==> src/rtl/keypad_scan.sv <==
// 4x4 matrix keypad scanner: walks one active-low column per scan tick and
// debounces both press and release before reporting a key code.
module keypad_scan #(
  parameter int SCAN_DIV     = 1000,
  parameter int DEBOUNCE_CNT = 20
) (
  input  logic       CLK,
  input  logic       RSTn,
  input  logic [3:0] row,
  output logic [3:0] col,
  output logic [3:0] key_code,
  output logic       key_valid,
  output logic       key_pressed
);

  typedef enum logic [1:0] {
    ST_SCAN     = 2'd0,
    ST_DEBOUNCE = 2'd1,
    ST_PRESSED  = 2'd2,
    ST_RELEASE  = 2'd3
  } state_t;

  localparam logic [15:0] DIV_LAST = 16'(SCAN_DIV - 1);
  localparam logic [7:0]  CNT_MAX  = 8'(DEBOUNCE_CNT);

  // Returns {valid, index}; valid only when exactly one row line is low.
  function automatic logic [2:0] decode_row(input logic [3:0] r);
    logic [2:0] res;
    case (r)
      4'b1110: res = 3'b100;
      4'b1101: res = 3'b101;
      4'b1011: res = 3'b110;
      4'b0111: res = 3'b111;
      default: res = 3'b000;
    endcase
    return res;
  endfunction

  function automatic logic [3:0] col_drive(input logic [1:0] c);
    return ~(4'b0001 << c);
  endfunction

  function automatic logic [7:0] cnt_inc(input logic [7:0] v);
    return (v >= CNT_MAX) ? CNT_MAX : v + 8'd1;
  endfunction

  logic [3:0]  row_meta_r;
  logic [3:0]  rs_r;
  logic [15:0] div_r;
  logic        tick_s;
  state_t      state_r, state_s;
  logic [1:0]  c_r, c_s;
  logic [1:0]  r_r, r_s;
  logic [3:0]  pat_r, pat_s;
  logic [7:0]  cnt_r, cnt_s;
  logic [3:0]  col_r, col_s;
  logic [3:0]  key_code_r, key_code_s;
  logic        key_valid_r, key_valid_s;
  logic        key_pressed_r, key_pressed_s;
  logic [2:0]  hit_s;
  logic [7:0]  inc_s;

  // Two-flop synchronizer for the asynchronous row lines.
  always_ff @(posedge CLK or negedge RSTn) begin
    if (!RSTn) begin
      row_meta_r <= 4'b1111;
      rs_r       <= 4'b1111;
    end else begin
      row_meta_r <= row;
      rs_r       <= row_meta_r;
    end
  end

  // Free-running scan-tick divider.
  always_ff @(posedge CLK or negedge RSTn) begin
    if (!RSTn) begin
      div_r <= 16'd0;
    end else if (div_r == DIV_LAST) begin
      div_r <= 16'd0;
    end else begin
      div_r <= div_r + 16'd1;
    end
  end

  assign tick_s = (div_r == DIV_LAST);

  // FSM and output register bank.
  always_ff @(posedge CLK or negedge RSTn) begin
    if (!RSTn) begin
      state_r       <= ST_SCAN;
      c_r           <= 2'd0;
      r_r           <= 2'd0;
      pat_r         <= 4'b1111;
      cnt_r         <= 8'd0;
      col_r         <= 4'b1110;
      key_code_r    <= 4'h0;
      key_valid_r   <= 1'b0;
      key_pressed_r <= 1'b0;
    end else begin
      state_r       <= state_s;
      c_r           <= c_s;
      r_r           <= r_s;
      pat_r         <= pat_s;
      cnt_r         <= cnt_s;
      col_r         <= col_s;
      key_code_r    <= key_code_s;
      key_valid_r   <= key_valid_s;
      key_pressed_r <= key_pressed_s;
    end
  end

  // Next-state logic; the FSM only samples rs on a scan tick.
  always_comb begin
    state_s       = state_r;
    c_s           = c_r;
    r_s           = r_r;
    pat_s         = pat_r;
    cnt_s         = cnt_r;
    col_s         = col_r;
    key_code_s    = key_code_r;
    key_valid_s   = 1'b0;
    key_pressed_s = key_pressed_r;
    hit_s         = decode_row(rs_r);
    inc_s         = cnt_inc(cnt_r);
    if (tick_s) begin
      case (state_r)
        ST_SCAN: begin
          if (hit_s[2]) begin
            r_s     = hit_s[1:0];
            pat_s   = rs_r;
            cnt_s   = 8'd0;
            state_s = ST_DEBOUNCE;
          end else begin
            c_s   = c_r + 2'd1;
            col_s = col_drive(c_r + 2'd1);
          end
        end
        ST_DEBOUNCE: begin
          if (rs_r == pat_r) begin
            cnt_s = inc_s;
            if (inc_s == CNT_MAX) begin
              state_s       = ST_PRESSED;
              key_code_s    = {r_r, c_r};
              key_valid_s   = 1'b1;
              key_pressed_s = 1'b1;
            end else begin
              state_s = ST_DEBOUNCE;
            end
          end else begin
            cnt_s   = 8'd0;
            state_s = ST_SCAN;
          end
        end
        ST_PRESSED: begin
          if (rs_r == 4'b1111) begin
            cnt_s   = 8'd0;
            state_s = ST_RELEASE;
          end else begin
            state_s = ST_PRESSED;
          end
        end
        ST_RELEASE: begin
          if (rs_r == 4'b1111) begin
            cnt_s = inc_s;
            if (inc_s == CNT_MAX) begin
              key_pressed_s = 1'b0;
              state_s       = ST_SCAN;
            end else begin
              state_s = ST_RELEASE;
            end
          end else begin
            cnt_s   = 8'd0;
            state_s = ST_RELEASE;
          end
        end
        default: begin
          state_s = ST_SCAN;
        end
      endcase
    end else begin
      state_s = state_r;
    end
  end

  assign col         = col_r;
  assign key_code    = key_code_r;
  assign key_valid   = key_valid_r;
  assign key_pressed = key_pressed_r;

endmodule

==> config.mk <==
export PLATFORM = sky130hd
export DESIGN_NAME = keypad_scan
export DESIGN_NICKNAME = d
export VERILOG_FILES = /design/src/rtl/keypad_scan.sv
export SDC_FILE = /design/constraint.sdc
export NUM_CORES = 1
export LEC_CHECK = 0
export BUFFER_PORTS_ARGS = -buffer_cell sky130_fd_sc_hd__buf_4
export CELL_PAD_IN_SITES_DETAIL_PLACEMENT = 1
export CELL_PAD_IN_SITES_GLOBAL_PLACEMENT = 1
export CORE_AREA = 3 3 76 78
export CTS_CLUSTER_DIAMETER = 60
export DETAILED_ROUTE_END_ITERATION = 10
export DIE_AREA = 0 0 79 81
export MAX_ROUTING_LAYER = met4
export PLACE_DENSITY = 0.85
export SLEW_MARGIN = 20
export SYNTH_ARGS = -nofsm -noshare
export SYNTH_HDL_FRONTEND = slang
export SYNTH_SLANG_ARGS = --single-unit
==> constraint.sdc <==
create_clock -name CLK -period 3 [get_ports CLK]
set_input_delay 0.15 -clock CLK [delete_from_list [all_inputs] [get_ports CLK]]
set_output_delay 0.15 -clock CLK [all_outputs]
set_load 0.05 [all_outputs]
==> results of run 1 <==
[registers in the layout, summed over array words and instances, names as in the netlist]
name / count
c_r: 2
cnt_r: 8
col: 4
div_r: 16
key_code: 4
key_pressed: 1
key_valid: 1
pat_r: 4
r_r: 2
row_meta_r: 4
rs_r: 4
state_r: 2
[synth_stat cells, types with 2 or more instances]
library cell  number
dfrtp_1           37
nand2_1           16
dfstp_2           15
nor2_1            13
inv_1             11
o21ai_0           11
xnor2_1           11
mux2_2            10
nand3_1           10
xor2_1            10
ha_1               7
clkbuf_1           6
a21oi_1            5
nor3_1             5
and2_1             4
nor2b_1            4
o31ai_1            4
a21o_1             3
nand4_1            3
nor4_1             3
a211oi_1           2
and4_1             2
nand2b_1           2
nor3b_1            2
o2111ai_1          2
o211ai_1           2
o21ai_1            2
o21ba_2            2
or4_1              2
[per-stage QoR]
step	power [W]	area [um2]	hold slack (ns)	utilization, %	cells
after floorplan	0.000746	2430	-0.146	-	220
after global placement	0.000768	2610	0.215	50.8	299
after detailed placement	0.000770	2610	0.222	50.8	299
after CTS	0.00126	2770	0.361	53.9	312
after global routing	0.00129	2770	0.367	53.9	312
final	0.00124	2770	0.360	53.9	312
[layout make-up]
class	count	area (um2)	area share [%]
clock inverters	3	42.5	1.53
well taps	70	87.6	3.16
clock buffers	5	68.8	2.48
inverters	11	41.3	1.49
repair buffers	22	178	6.41
flip-flops and latches	52	1320	47.6
multi-input cells	149	1030	37.3
[power groups by stage]
stage                     Clock, W  Sequential (W)  Combinational [W]
after global routing      0.000524        0.000721          0.0000473
after global placement           0        0.000732          0.0000361
final                     0.000475        0.000720          0.0000411
after detailed placement         0        0.000733          0.0000372
after floorplan                  0        0.000726          0.0000206
after CTS                 0.000494        0.000720          0.0000422
[critical path, cell delays in order (launching register included)]
cell and delay [ns]:
dfstp_2 0.66, xor2_1 0.11, nor4_1 0.65, nand2_1 0.20, nor3_4 0.34, mux2_2 0.37
[routing by layer]
| metal | part of all wire, % | vias to the layer above |
|---|---|---|
| met5 | 0 | - |
| met4 | 0.83 | 0 |
| met3 | 2.8 | 5 |
| met2 | 51 | 17 |
| met1 | 46 | 817 |
| li1 | - | 807 |
[final timing paths]
| kind | end | cells after the start | slack, ns |
|---|---|---|---|
| setup / recovery | key_code[1] | 5 | 0.56 |
| max in group asynchronous | div_r[8] | 2 | 2.13 |
| setup reg to reg | key_code[1] | 5 | 0.56 |
| hold / removal | rs_r[0] | 0 | 0.36 |
| hold reg to reg | rs_r[0] | 0 | 0.36 |
| min in group asynchronous | cnt_r[2] | 2 | 0.43 |
[cells by family (layout without fill, tap and decap cells)]
family | count (synthesis) | in the layout | share of synthesized area (%)
AO/OA/AOI/OAI | 39 | 39 | 10.8
flip-flops | 52 | 52 | 54.2
AND/OR/NAND/NOR | 72 | 72 | 15.9
XOR/XNOR | 21 | 21 | 7.56
buffers and inverters | 19 | 41 | 3.29
multiplexers | 10 | 10 | 4.63
adder cells (fa/ha/maj) | 7 | 7 | 3.60
[what timing repair did]
action                                 CTS  global route
endpoints found under the hold margin   41             0
hold buffers                             5             0
setup buffers                            0             0
==> reports/summary.txt, run 1 <==
status - complete, no violations
Synth Warn # - 0
Routed wire per std cell - 14.6 um
clk slew on worst S/H paths - 0.09 ns
PortBufs - 15
All-Layer GR Usage - 16.4%
period utilisation layout - 81.2%
total core area - 5140 um2
Int Power - 0.000974 W
leak pwr - 1.22 nW
Mapped Nets - 233
Initial Utilization - 47.3%
Post-DP HPWL - 3120 um
first-pass iteration count of the detailed router - 4
nets - 254
post-synth top area share - 38.0%
drt drc - 0
final worst slack - 0.564 ns
net load switching power - 0.000261 W
most common cell after layout, fill and taps aside - dfrtp_1
Clock Path Buffers - 2
number of global-route vias before repair - 1754
# IOs - 16
Die X - 79 um
grt total ovfl - 0
via count - 1646
Yosys reg bits - 52
initial antenna violation count - 0
maxcap violations - 0
antenna cells - 0
CP max FO - 12
WP data arrival - 2.63 ns
CTS tree - built
Worst-Skew Late Latency - 0.30 ns
die area - 6400 um2
commonest cells after routing, fill and taps aside - 37 x dfrtp_1, 17 x buf_4, 16 x nand2_1
Post-DRT Antenna Nets - 0
max-slew violations - 0
fmax - 410 MHz
sequential power share - 58.2%
synth top area cells - dfrtp_1 38%, dfstp_2 16%, mux2_2 4.6%
number of synthesized flops with an enable pin - 0
share of synthesized flip-flops with an asynchronous set or reset - 100%
post-layout minimum cycle time - 2.44 ns
WL final - 4560 um
startpoint types - flip-flop
post_cts resized - 0
relative slew slack - 52.6%
Crit Path Class - reg -> reg
cell row count - 26
worst-margin pin slew - 0.705 ns
ys flop type - dfrtp_1
CP startpoint - rs_r[2]
fill count - 576
met2 usage - 28.2%
setup TNS - 0 ns
Num CTS Buffers - 5
Layout area overhead - 13.9%
HP Start - row_meta_r[0]
H-tree lvl count - 2
RePlAce Congestion - 0.733
Comb power frac - 3.3%
synthesized area per cell - 11.1 um2
worst min path class - reg -> reg
GR met3 Demand/Resource - 3.66%
fraction of layout cells with a size suffix above 1 - 22.7%
WP data required - 3.20 ns
largest net degree at the start of global routing - 53
worst r2r src - rs_r[2]
Sw Ratio - 21.1%
die height - 81 um
Yosys top cell by area - dfrtp_1
Sink Count - 52
Mapped Area - 2430 um2
clock network power share - 38.4%
Fin. Hold Viols - 0
Netlist cell types - 43
Final setup viols - 0
Synth Instances - 220
DP Worst Slack - 0.582 ns
clk_skew - 0.00474 ns
unrepaired setup endpoints after global routing - no
first-pass GRT wire length - 8020 um
Root Buffer - clkbuf_8
global route hottest layer - met2
VDD IR max - 0.220 mV
PwrDens - 446 nW/um2
Vias/cell - 5.28
Worst Setup End Kind - flip-flop
detailed router's first-iteration violation count - 61
Seq/Total Area, Yosys - 54.2%
Global Route met1 Usage - 19.7%
Note: power is estimated with default switching activity, not from simulation.
==> inputs of run 2 (changes only) <==
--- a/config.mk
+++ b/config.mk
@@ -8,12 +8,12 @@
 export BUFFER_PORTS_ARGS = -buffer_cell sky130_fd_sc_hd__buf_4
 export CELL_PAD_IN_SITES_DETAIL_PLACEMENT = 1
 export CELL_PAD_IN_SITES_GLOBAL_PLACEMENT = 1
-export CORE_AREA = 3 3 76 78
+export CORE_AREA = 3 3 80 82
 export CTS_CLUSTER_DIAMETER = 60
 export DETAILED_ROUTE_END_ITERATION = 10
-export DIE_AREA = 0 0 79 81
+export DIE_AREA = 0 0 83 85
 export MAX_ROUTING_LAYER = met4
-export PLACE_DENSITY = 0.85
+export PLACE_DENSITY = 0.81
 export SLEW_MARGIN = 20
 export SYNTH_ARGS = -nofsm -noshare
 export SYNTH_HDL_FRONTEND = slang
==> constraint.sdc (replaced) <==
create_clock -name CLK -period 2.2 [get_ports CLK]
set_input_delay 0.11 -clock CLK [delete_from_list [all_inputs] [get_ports CLK]]
set_output_delay 0.11 -clock CLK [all_outputs]
set_load 0.05 [all_outputs]
==> run 2 against run 1 <==
  * The run now ends with negative setup slack left
  * Flip-flop and latch count unchanged
  * First-iteration DRC count decreased by 1.6%
  * Final cell count increased by 7.7%
  * Highest routed layer unchanged
==> reports/summary.txt, run 2 (same netlist as run 1, synthesis figures left out) <==
nets - 273 (was 254)
Largest register FFs - 16 (unchanged)
Largest Register - div_r (unchanged)
detailed router's first-iteration violation count - 60 (was 61)
WP data required - 2.40 ns (was 3.20 ns)
PwrDens - 538 nW/um2 (was 446 nW/um2)
worst min path class - reg -> reg (unchanged)
PortBufs - 15 (unchanged)
clock network power share - 34.2% (was 38.4%)
H-tree lvl count - 2 (unchanged)
number of global-route vias before repair - 1952 (was 1754)
total core area - 5820 um2 (was 5140 um2)
final worst slack - -0.0259 ns (was 0.564 ns)
Post-DRT Antenna Nets - 0 (unchanged)
unrepaired setup endpoints after global routing - yes (was no)
Die X - 83 um (was 79 um)
largest net degree at the start of global routing - 53 (unchanged)
setup TNS - -0.107 ns (was 0 ns)
slowest CP cell - or4_4 (was dfstp_2)
Num CTS Buffers - 5 (unchanged)
post-layout minimum cycle time - 2.23 ns (was 2.44 ns)
Initial Utilization - 41.8% (was 47.3%)
Post-DP HPWL - 3480 um (was 3120 um)
Largest stage delay, worst path - 0.51 ns (was 0.66 ns)
initial antenna violation count - 0 (unchanged)
CTS tree - built (unchanged)
status - finished with violations (was complete, no violations)
commonest cells after routing, fill and taps aside - 37 x dfrtp_1, 34 x buf_4, 16 x nand2_1 (was 37 x dfrtp_1, 17 x buf_4, 16 x nand2_1)
period utilisation layout - 101% (was 81.2%)
via count - 1750 (was 1646)
clk slew on worst S/H paths - 0.10 ns (was 0.09 ns)
cell row count - 28 (was 26)
relative slew slack - 56.3% (was 52.6%)
Sink Count - 52 (unchanged)
DP Worst Slack - -0.146 ns (was 0.582 ns)
fmax - 449 MHz (was 410 MHz)
hold slack - 0.358 ns (was 0.360 ns)
first-pass iteration count of the detailed router - 4 (unchanged)
leak pwr - 1.31 nW (was 1.22 nW)
max-slew violations - 0 (unchanged)
Fin. Hold Viols - 0 (unchanged)
worst-margin pin slew - 0.655 ns (was 0.705 ns)
Cells after DPL - 317 (was 299)
drt drc - 0 (unchanged)
Int Power - 0.00122 W (was 0.000974 W)
RePlAce Congestion - 0.765 (was 0.733)
net load switching power - 0.000367 W (was 0.000261 W)
die area - 7060 um2 (was 6400 um2)
startpoint types - flip-flop (unchanged)
WP data arrival - 2.42 ns (was 2.63 ns)
Crit Path Class - reg -> reg (unchanged)
die height - 85 um (was 81 um)
Finished Layout Cells - 336 (was 312)
Layout area overhead - 21.0% (was 13.9%)
fraction of layout cells with a size suffix above 1 - 29.9% (was 22.7%)
Routed wire per std cell - 15.6 um (was 14.6 um)
Final setup viols - 5 (was 0)
All-Layer GR Usage - 16.4% (about the same)
sequential power share - 61.5% (was 58.2%)
# IOs - 16 (unchanged)
Worst Setup End Kind - flip-flop (unchanged)
Root Buffer - clkbuf_8 (unchanged)
Comb power frac - 4.3% (was 3.3%)
WL final - 5230 um (was 4560 um)
clk_skew - 0.00942 ns (was 0.00474 ns)
maxcap violations - 0 (unchanged)
most common cell after layout, fill and taps aside - dfrtp_1 (unchanged)
first-pass GRT wire length - 9020 um (was 8020 um)
VDD IR max - 0.398 mV (was 0.220 mV)
CP Cell Sequence - inv_2 -> ha_4 -> or4_4 -> o21ba_4 -> nor3_4 -> buf_6 -> mux2_4 (was xor2_1 -> nor4_1 -> nand2_1 -> nor3_4 -> mux2_2)
Worst-Skew Late Latency - 0.30 ns (about the same)
antenna cells - 0 (unchanged)
Sw Ratio - 23.2% (was 21.1%)
CP max FO - 4 (was 12)
Largest regs - div_r x16, cnt_r x8 (unchanged)
Clock Path Buffers - 2 (unchanged)
Vias/cell - 5.21 (was 5.28)
grt total ovfl - 0 (unchanged)
failing checks - negative setup slack
run 2: per-layer routing:
layer / wire (um) / share of wire, % / vias to the layer above / track usage (%)
met5: 0 / 0 / - / -
met1: 2370 / 45 / 886 / 19.7
met2: 2690 / 51 / 19 / 27.0
li1: - / - / 840 / -
met4: 51 / 0.98 / 0 / 7.13
met3: 117 / 2.2 / 5 / 3.30
run 2: layout make-up:
class | count | area [um2]
repair buffers | 41 | 328
well taps | 75 | 93.8
inverters | 11 | 41.3
flip-flops and latches | 52 | 1320
clock buffers | 5 | 68.8
multi-input cells | 149 | 1070
clock inverters | 3 | 18.8
fillers | 650 | 2870
run 2: final timing paths:
check	cells after the start	slack (ns)	end	start
hold / removal	0	0.36	rs_r[0]	row_meta_r[0]
max in group asynchronous	2	1.39	div_r[8]	RSTn
hold reg to reg	0	0.36	rs_r[0]	row_meta_r[0]
min in group asynchronous	2	0.38	cnt_r[2]	RSTn
setup / recovery	7	-0.03	key_code[2]	cnt_r[0]
setup reg to reg	7	-0.03	key_code[2]	cnt_r[0]
run 2: timing repair:
item / in CTS / in global routing
pin swaps: 4 / 3
hold endpoints to repair: 41 / 0
endpoints found under the setup margin: 6 / 6
gates resized for setup: 7 / 5
setup buffers: 4 / 2
hold buffers: 5 / 0
run 2: power groups by stage:
stage | Sequential, W | Clock, W | Combinational [W]
after CTS | 0.000975 | 0.000563 | 0.0000694
after detailed placement | 0.000993 | 0 | 0.0000622
after global routing | 0.000976 | 0.000611 | 0.0000781
after floorplan | 0.000990 | 0 | 0.0000280
final | 0.000974 | 0.000541 | 0.0000681
after global placement | 0.000992 | 0 | 0.0000605
run 2: through the flow:
stage / cell area (um2) / util, % / power, W
floorplan: 2430 / - / 0.00102
global placement: 2710 / 46.7 / 0.00105
detailed placement: 2710 / 46.7 / 0.00105
CTS: 2910 / 50.0 / 0.00161
global route: 2940 / 50.6 / 0.00167
finish: 2940 / 50.6 / 0.00158
run 2: worst max-delay path, delay by kind of cell, from the launching register on:
family | cells | cell delay [ns]
AOI/OAI and AO/OA | 1 | 0.25
adders and majority gates | 1 | 0.21
buffers and inverters | 2 | 0.25
and+or+nand+nor | 2 | 0.71
DFF | 1 | 0.42
muxes | 1 | 0.30
